### src/rtl/spi_ram_pkg.sv
// Shared definitions for the SPI RAM: command codes and tx FSM states.
package spi_ram_pkg;

  typedef enum logic [1:0] {
    CMD_WR_ADDR = 2'b00,
    CMD_WR_DATA = 2'b01,
    CMD_RD_ADDR = 2'b10,
    CMD_RD_DATA = 2'b11
  } cmd_e;

  typedef enum logic {
    TX_IDLE = 1'b0,
    TX_SEND = 1'b1
  } tx_state_e;

endpackage

### src/rtl/spi_ram_tx_ctrl.sv
// Transmit-valid controller: holds tx_valid high for TX_HOLD cycles per start,
// restarting the hold whenever a new start arrives mid-send.
module spi_ram_tx_ctrl
  import spi_ram_pkg::*;
#(
  parameter int unsigned TX_HOLD = 8
) (
  input  logic clk,
  input  logic rst_n,
  input  logic start,
  output logic tx_valid
);

  localparam int unsigned CNT_W = (TX_HOLD > 1) ? $clog2(TX_HOLD) : 1;
  localparam logic [CNT_W-1:0] CNT_LOAD = CNT_W'(TX_HOLD - 1);

  tx_state_e        state_q, state_d;
  logic [CNT_W-1:0] cnt_q, cnt_d;

  // State and hold-counter registers with synchronous reset.
  always_ff @(posedge clk) begin
    if (!rst_n) begin
      state_q <= TX_IDLE;
      cnt_q   <= '0;
    end else begin
      state_q <= state_d;
      cnt_q   <= cnt_d;
    end
  end

  // Next-state logic: a start always (re)loads the counter; otherwise count down in SEND.
  always_comb begin
    state_d  = state_q;
    cnt_d    = cnt_q;
    tx_valid = 1'b0;
    unique case (state_q)
      TX_IDLE: begin
        if (start) begin
          state_d = TX_SEND;
          cnt_d   = CNT_LOAD;
        end
      end
      TX_SEND: begin
        tx_valid = 1'b1;
        if (start) begin
          cnt_d = CNT_LOAD;
        end else if (cnt_q == '0) begin
          state_d = TX_IDLE;
        end else begin
          cnt_d = cnt_q - 1'b1;
        end
      end
    endcase
  end

endmodule

### src/rtl/spi_ram.sv
// Single-port RAM driven by SPI slave words: decodes 2-bit commands for
// address/data writes and reads, returning read data with a held tx_valid.
module spi_ram
  import spi_ram_pkg::*;
#(
  parameter int unsigned ADDR_SIZE = 8,
  parameter int unsigned TX_HOLD   = 8,
  parameter int unsigned AUTO_INC  = 0
) (
  input  logic       clk,
  input  logic       rst_n,
  input  logic [9:0] din,
  input  logic       rx_valid,
  output logic [7:0] dout,
  output logic       tx_valid,
  output logic       cmd_err
);

  localparam int unsigned DEPTH = 2 ** ADDR_SIZE;

  logic [7:0]           mem [DEPTH];
  logic [ADDR_SIZE-1:0] wr_addr_q, wr_addr_d;
  logic [ADDR_SIZE-1:0] rd_addr_q, rd_addr_d;
  logic                 rd_set_q, rd_set_d;
  logic [7:0]           dout_q, dout_d;
  logic                 cmd_err_q, cmd_err_d;
  logic                 mem_we;
  logic                 rd_start;
  cmd_e                 cmd;

  assign cmd = cmd_e'(din[9:8]);

  // Command decode: one command per rx_valid cycle.
  always_comb begin
    wr_addr_d = wr_addr_q;
    rd_addr_d = rd_addr_q;
    rd_set_d  = rd_set_q;
    dout_d    = dout_q;
    cmd_err_d = 1'b0;
    mem_we    = 1'b0;
    rd_start  = 1'b0;
    if (rx_valid) begin
      unique case (cmd)
        CMD_WR_ADDR: wr_addr_d = din[ADDR_SIZE-1:0];
        CMD_WR_DATA: begin
          mem_we = 1'b1;
          if (AUTO_INC != 0) wr_addr_d = wr_addr_q + ADDR_SIZE'(1);
        end
        CMD_RD_ADDR: begin
          rd_addr_d = din[ADDR_SIZE-1:0];
          rd_set_d  = 1'b1;
        end
        CMD_RD_DATA: begin
          if (rd_set_q) begin
            dout_d   = mem[rd_addr_q];
            rd_start = 1'b1;
            if (AUTO_INC != 0) rd_addr_d = rd_addr_q + ADDR_SIZE'(1);
          end else begin
            cmd_err_d = 1'b1;
          end
        end
      endcase
    end
  end

  // Control registers with synchronous reset.
  always_ff @(posedge clk) begin
    if (!rst_n) begin
      wr_addr_q <= '0;
      rd_addr_q <= '0;
      rd_set_q  <= 1'b0;
      dout_q    <= '0;
      cmd_err_q <= 1'b0;
    end else begin
      wr_addr_q <= wr_addr_d;
      rd_addr_q <= rd_addr_d;
      rd_set_q  <= rd_set_d;
      dout_q    <= dout_d;
      cmd_err_q <= cmd_err_d;
    end
  end

  // Memory array: not reset, writes suppressed while reset is asserted.
  always_ff @(posedge clk) begin
    if (rst_n && mem_we) mem[wr_addr_q] <= din[7:0];
  end

  spi_ram_tx_ctrl #(
    .TX_HOLD(TX_HOLD)
  ) u_tx_ctrl (
    .clk     (clk),
    .rst_n   (rst_n),
    .start   (rd_start),
    .tx_valid(tx_valid)
  );

  assign dout    = dout_q;
  assign cmd_err = cmd_err_q;

endmodule

### config.mk
export PLATFORM = sky130hd
export DESIGN_NAME = spi_ram
export DESIGN_NICKNAME = d
export VERILOG_FILES = /design/src/rtl/spi_ram_pkg.sv /design/src/rtl/spi_ram_tx_ctrl.sv /design/src/rtl/spi_ram.sv
export SDC_FILE = /design/constraint.sdc
export NUM_CORES = 2
export LEC_CHECK = 0
export BUFFER_PORTS_ARGS = -buffer_cell sky130_fd_sc_hd__buf_2
export CAP_MARGIN = 5
export CORE_UTILIZATION = 38
export CTS_CLUSTER_SIZE = 16
export DETAILED_ROUTE_END_ITERATION = 6
export SYNTH_ARGS = -nofsm -noshare
export SYNTH_HDL_FRONTEND = slang
export SYNTH_HIERARCHICAL = 1
export SYNTH_SLANG_ARGS = --single-unit
### constraint.sdc
create_clock -name clk -period 3 [get_ports clk]
set_input_delay 0.6 -clock clk [delete_from_list [all_inputs] [get_ports clk]]
set_output_delay 0.6 -clock clk [all_outputs]
set_load 0.005 [all_outputs]
### After elaboration in Yosys (flattened, before gate mapping)

Memory sizes are Yosys's and may differ from the RTL's. A register that Yosys moved wholly into a read port is not among the register bits.
Cells that the tools add are included.

* add/subtract/negate cells: 1
* eq/ne operators: 5
* multiplexer cells: 17
* bitwise operators: 1
* reductions and logical operators: 9

Operator list (number)
* $mux 1: 12
* $mux 3: 3
* $pmux 3 s2: 1
* $reduce_and 2->1: 3
* $reduce_and 3->1: 2
* $eq 2x2->1 const B: 2
* $logic_not 3->1: 1
* $ne 3x3->1 const B: 1
* $sub 3x1->3 const B: 1
* $eq 2x1->1 const B: 1
* $logic_not 2->1: 1
* $ne 2x2->1 const B: 1
* $pmux 1 s2: 1
* $logic_and 1x1->1: 1
* $logic_not 1->1: 1
* $not 1->1: 1

* bits in registers: 22
* memory bits (writable): 2048
* input port bits: 13
* output and inout port bits: 10
* logic and storage cells: 40
* memories kept: 1

Memories
* mem: depth 256, width 8, read ports 1, clocked after memory_dff 1, write ports 1, RTL line spi_ram.sv:21 `logic [7:0] mem [DEPTH];`

### Logic depth before layout (Yosys ltp)

* word-level depth: 6
* mapped depth: 12
* mapped depth without buffers: 7

### By module

The synthesis kept the hierarchy.

Modules (own cells, without submodules)
* spi_ram: times used 1, cells each 3942, area each 81406.8 um2, sequential area each 62019.5 um2
* spi_ram_tx_ctrl: times used 1, cells each 20, area each 212.7 um2, sequential area each 80.1 um2

### Least setup slack after synthesis

Ideal clock, no wire load.

* path type: input -> register
* from: input port rst_n
* to: memory mem[102][0], enable pin
* setup time: 0.370 ns
* arrival time: 2.244 ns
* setup slack: 0.385 ns
* stages on the path: 7
* buffers on the path: 3
* cell sequence: and3_1 > nor2b_1 > clkbuf_1 > buf_1 > nand3_1 > clkbuf_1 > nor2_1

* longest elaborated chain between the ends: 3

Ends and longest elaborated chain
* start, declared: RTL line spi_ram.sv:11 `input logic rst_n,`
* $logic_and 1x1->1: RTL line spi_ram.sv:85 `if (rst_n && mem_we) mem[wr_addr_q] <= din[7:0];`
* $mux 1: RTL line spi_ram.sv:85
* $mux 1 (not written as such): RTL line spi_ram.sv:85
* end, declared: RTL line spi_ram.sv:21

Every way passes these cells.

==> flow_metrics.py <==
metrics = {
    "drt": {
        "routed_wl_mm": 233.8,
        "via_count": 43983,
        "drc_errors": 0,
        "wl_per_cell_um": 30.32,
        "ant_nets": 0,
        "drt_pass1_iterations": 5,
        "drtIter0Drc": 5404,
        "post_drt_via_cell_ratio": 5.705,
    },
    "pwr": {
        "powerDensity_nw_per_um2": 610.6,
        "p_sw_mw": 12.51,
        "swShare_pct": 20.98,
        "seq_power_share_pct": 53.5,
        "intPower_mw": 47.13,
        "cellLeakagePower_nw": 30.96,
        "combPwrFrac_pct": 3.9,
        "peakVddDrop_mv": 0.4419,
        "p_clk_share_pct": 42.6,
    },
    "floorplan": {
        "fp-row-count": 169,
        "top_level_ports": 23,
        "die_area_um2": 216600,
        "start_util_pct": 38.37,
        "die_w_um": 465.5,
        "coreArea_um2": 212700,
        "die_y_um": 465.5,
    },
    "timing": {
        "skew_ns": 0.04973,
        "rsz0062_at_grt": "true",
        "max_freq_ghz": 0.3308,
        "fin_ws_ns": -0.02282,
        "holdWs_ns": 0.06399,
        "period_needed_ns": 3.023,
        "report.final.slew_viol_count": 0,
        "worst_slew_pin_slew_ns": 1.069,
        "slew_headroom_pct": 28.01,
        "fin_crit_sh_pct": 100.8,
        "hold_viol_final": 0,
        "setup_viol": 3,
    },
    "logic_synthesis": {
        "synth_warnings": 6,
        "synth.largest_area_cell": "edfxtp_1",
        "syn_avg_cell_area_um2": 20.60,
        "synth-async-reset-ratio_pct": 0,
        "synthFlopType": "edfxtp_1",
        "synthCells": 3962,
        "synth.top_cell.area_share_pct": 75.35,
        "synthTopCellsByArea": "edfxtp_1 (75%), mux4_2 (8.8%), mux2i_1 (3.3%)",
        "synth_area_um2": 81620,
        "ys_seq_area_share_pct": 76.08,
        "ys_types": 75,
        "ys_ff_latch": 2078,
        "syn-num-nets": 3977,
        "synth_edf_count": 2048,
    },
    "global_route": {
        "grt_max_degree": 83,
        "grt-ovfl-total": 0,
        "grt.total_usage_pct": 21.31,
        "grt_pass1_vias": 43184,
        "antenna_found_initial": 10,
        "grt_pass1_wl_mm": 328.1,
    },
    "cells_and_area": {
        "fin_area_um2": 97670,
        "drive_gt1_share_pct": 30.71,
        "syn_to_final_growth_pct": 19.67,
        "fin_util_pct": 45.92,
        "fin_cells": 7710,
        "layout.nets": 4725,
    },
    "place": {
        "dpl.hpwl_mm": 153.1,
        "place_area_um2": 89860,
        "dp_slack_ns": -0.8525,
        "portBuffers": 22,
        "placed_cells": 7283,
        "globalplace.congestion": 0.8849,
    },
    "hold_path": {
        "hold_path_class": "input pin to flip-flop",
    },
    "clock_tree": {
        "path_clk_slew_ns": 0.07,
        "cts-root-buf": "clkbuf_16",
        "clock_path_buffers": 3,
        "cts_made_buffers": 206,
        "cts_hold_buf": 0,
        "cts_tree": "built",
        "insertion_delay_ns": 0.85,
        "numClockSinks": 2078,
        "h-tree-depth": 4,
    },
    "worst_setup_path": {
        "crit_arrival_ns": 3.80,
        "startpoint_type": "flip-flop",
        "worstPathMaxFanout": 10,
        "r2r_slack_ns": -0.02,
        "worstSetupPathType": "flip-flop to flip-flop",
        "end_kind": "flip-flop",
        "required_ns": 3.78,
    },
    "flow_run": {
        "maxCapViolCount": 0,
    },
    "run_status": {
        "violations": "setup timing",
        "status": "complete, but fails checks",
    },
}
-- Yosys cell counts, types with 11 or more instances --
cell type and number:
mux2i_1 269, nor2_1 299, a211oi_1 22, a2111oi_0 26
nor2b_1 32, clkbuf_1 82, mux4_2 319, o221ai_1 50
o22ai_1 83, a31oi_1 14, buf_2 61, a22oi_1 40
nor4_1 15, buf_4 13, edfxtp_1 2048, buf_12 13
nand3_1 47, nand2_1 92, a21oi_1 43, nor3_1 36
mux4_1 96, dfxtp_1 30, buf_6 30, buf_8 23
o21ai_0 34, nand4_1 11
-- metal layers --
| metal | global-route usage, % | wire, µm | up-vias |
|---|---|---|---|
| met2 | 33.72 | 109900 | 2123 |
| met5 | 0 | 112 | - |
| met3 | 4.051 | 19630 | 383 |
| met1 | 29.71 | 96360 | 23374 |
| li1 | - | - | 18089 |
| met4 | 6.976 | 7823 | 14 |
-- final timing paths --
check               startpoint                 end  cells past startpoint
setup reg to reg  rd_addr_q[0]             dout[4]                     10
setup / recovery  rd_addr_q[0]             dout[4]                     10
hold / removal           rst_n  u_tx_ctrl/cnt_q[2]                      2
hold reg to reg       rd_set_q            rd_set_q                      2
-- state kept, by name (all words and copies together), names as in the netlist --
register and cells:
rd_addr_q 8, cmd_err 1, u_tx_ctrl/cnt_q 3, u_tx_ctrl/state_q 1
rd_set_q 1, mem 2048, dout 8, wr_addr_q 8
-- timing repair --
action | CTS | global route
pin swaps | 12 | 11
gates cloned | 6 | 3
buffers inserted | 15 | 18
endpoints found under the hold margin | 0 | 0
setup endpoints to repair | 8 | 8
resized for setup | 98 | 54
-- critical path: stages, from the launching register on --
cell	delay [ns]
dfxtp_4	0.37
buf_12	0.14
buf_12	0.14
buf_16	0.16
buf_6	0.17
mux4_1	0.38
o22ai_1	0.13
a2111oi_2	0.53
nand3_1	0.31
nor3_4	0.44
a211o_1	0.16
-- power groups by stage --
stage	clock (mW)	sequential (mW)	combinational, mW
3_3_place_gp	0	32.5	2.17
4_1_cts	25.7	31.9	2.30
2_1_floorplan	0	32.5	0.951
6_report	25.4	31.9	2.35
5_1_grt	26.8	31.9	2.43
3_5_place_dp	0	32.5	2.21
-- layout by cell type, fill, tap and decap left out, types with 13 or more instances in the layout --
cell type  netlist  final
o221ai_1        50     49
mux4_2         319    328
dfxtp_1         30     26
nor3_1          36     30
clkinv_1         1     40
a22oi_1         40     37
o21ai_0         34     28
nand3_1         47     44
clkinv_2         0     43
nor2b_1         32     29
a211oi_1        22     19
clkbuf_8         8     13
buf_4           13    657
buf_12          13     73
edfxtp_1      2048   2048
a21oi_1         43     41
nor2_1         299    292
nand2_1         92     89
clkbuf_1        82     49
bufinv_16        0     17
o22ai_1         83     78
clkbuf_16        0    212
mux2i_1        269    265
mux4_1          96     87
buf_2           61     14
-- stage by stage --
step | total power, mW | setup TNS, ns
5_1_grt | 61.12 | -0.1127
3_3_place_gp | 34.69 | -4.040
2_1_floorplan | 33.46 | 0
3_5_place_dp | 34.72 | -3.907
4_1_cts | 59.91 | 0
6_report | 59.64 | -0.02919
-- cells by family after synthesis --
logic type,after synthesis,share of synthesized area [%]
compound gates,371,3.244
mux,684,15.19
flops,2078,76.08
simple gates,577,3.163
fa+ha+maj,2,0.03065
buf+inv,250,2.287
-- cell type report --
cell class,instances,area (µm²)
diodes,2,5.005
clock buffers,263,5483
clock inverters,122,1140
fillers,17787,115000
inverters,6,27.53
multi-input cells,1634,18130
flip-flops and latches,2078,62110
well taps,2821,3530
repair buffers,784,7239
Note: power is estimated with default switching activity, not from simulation.
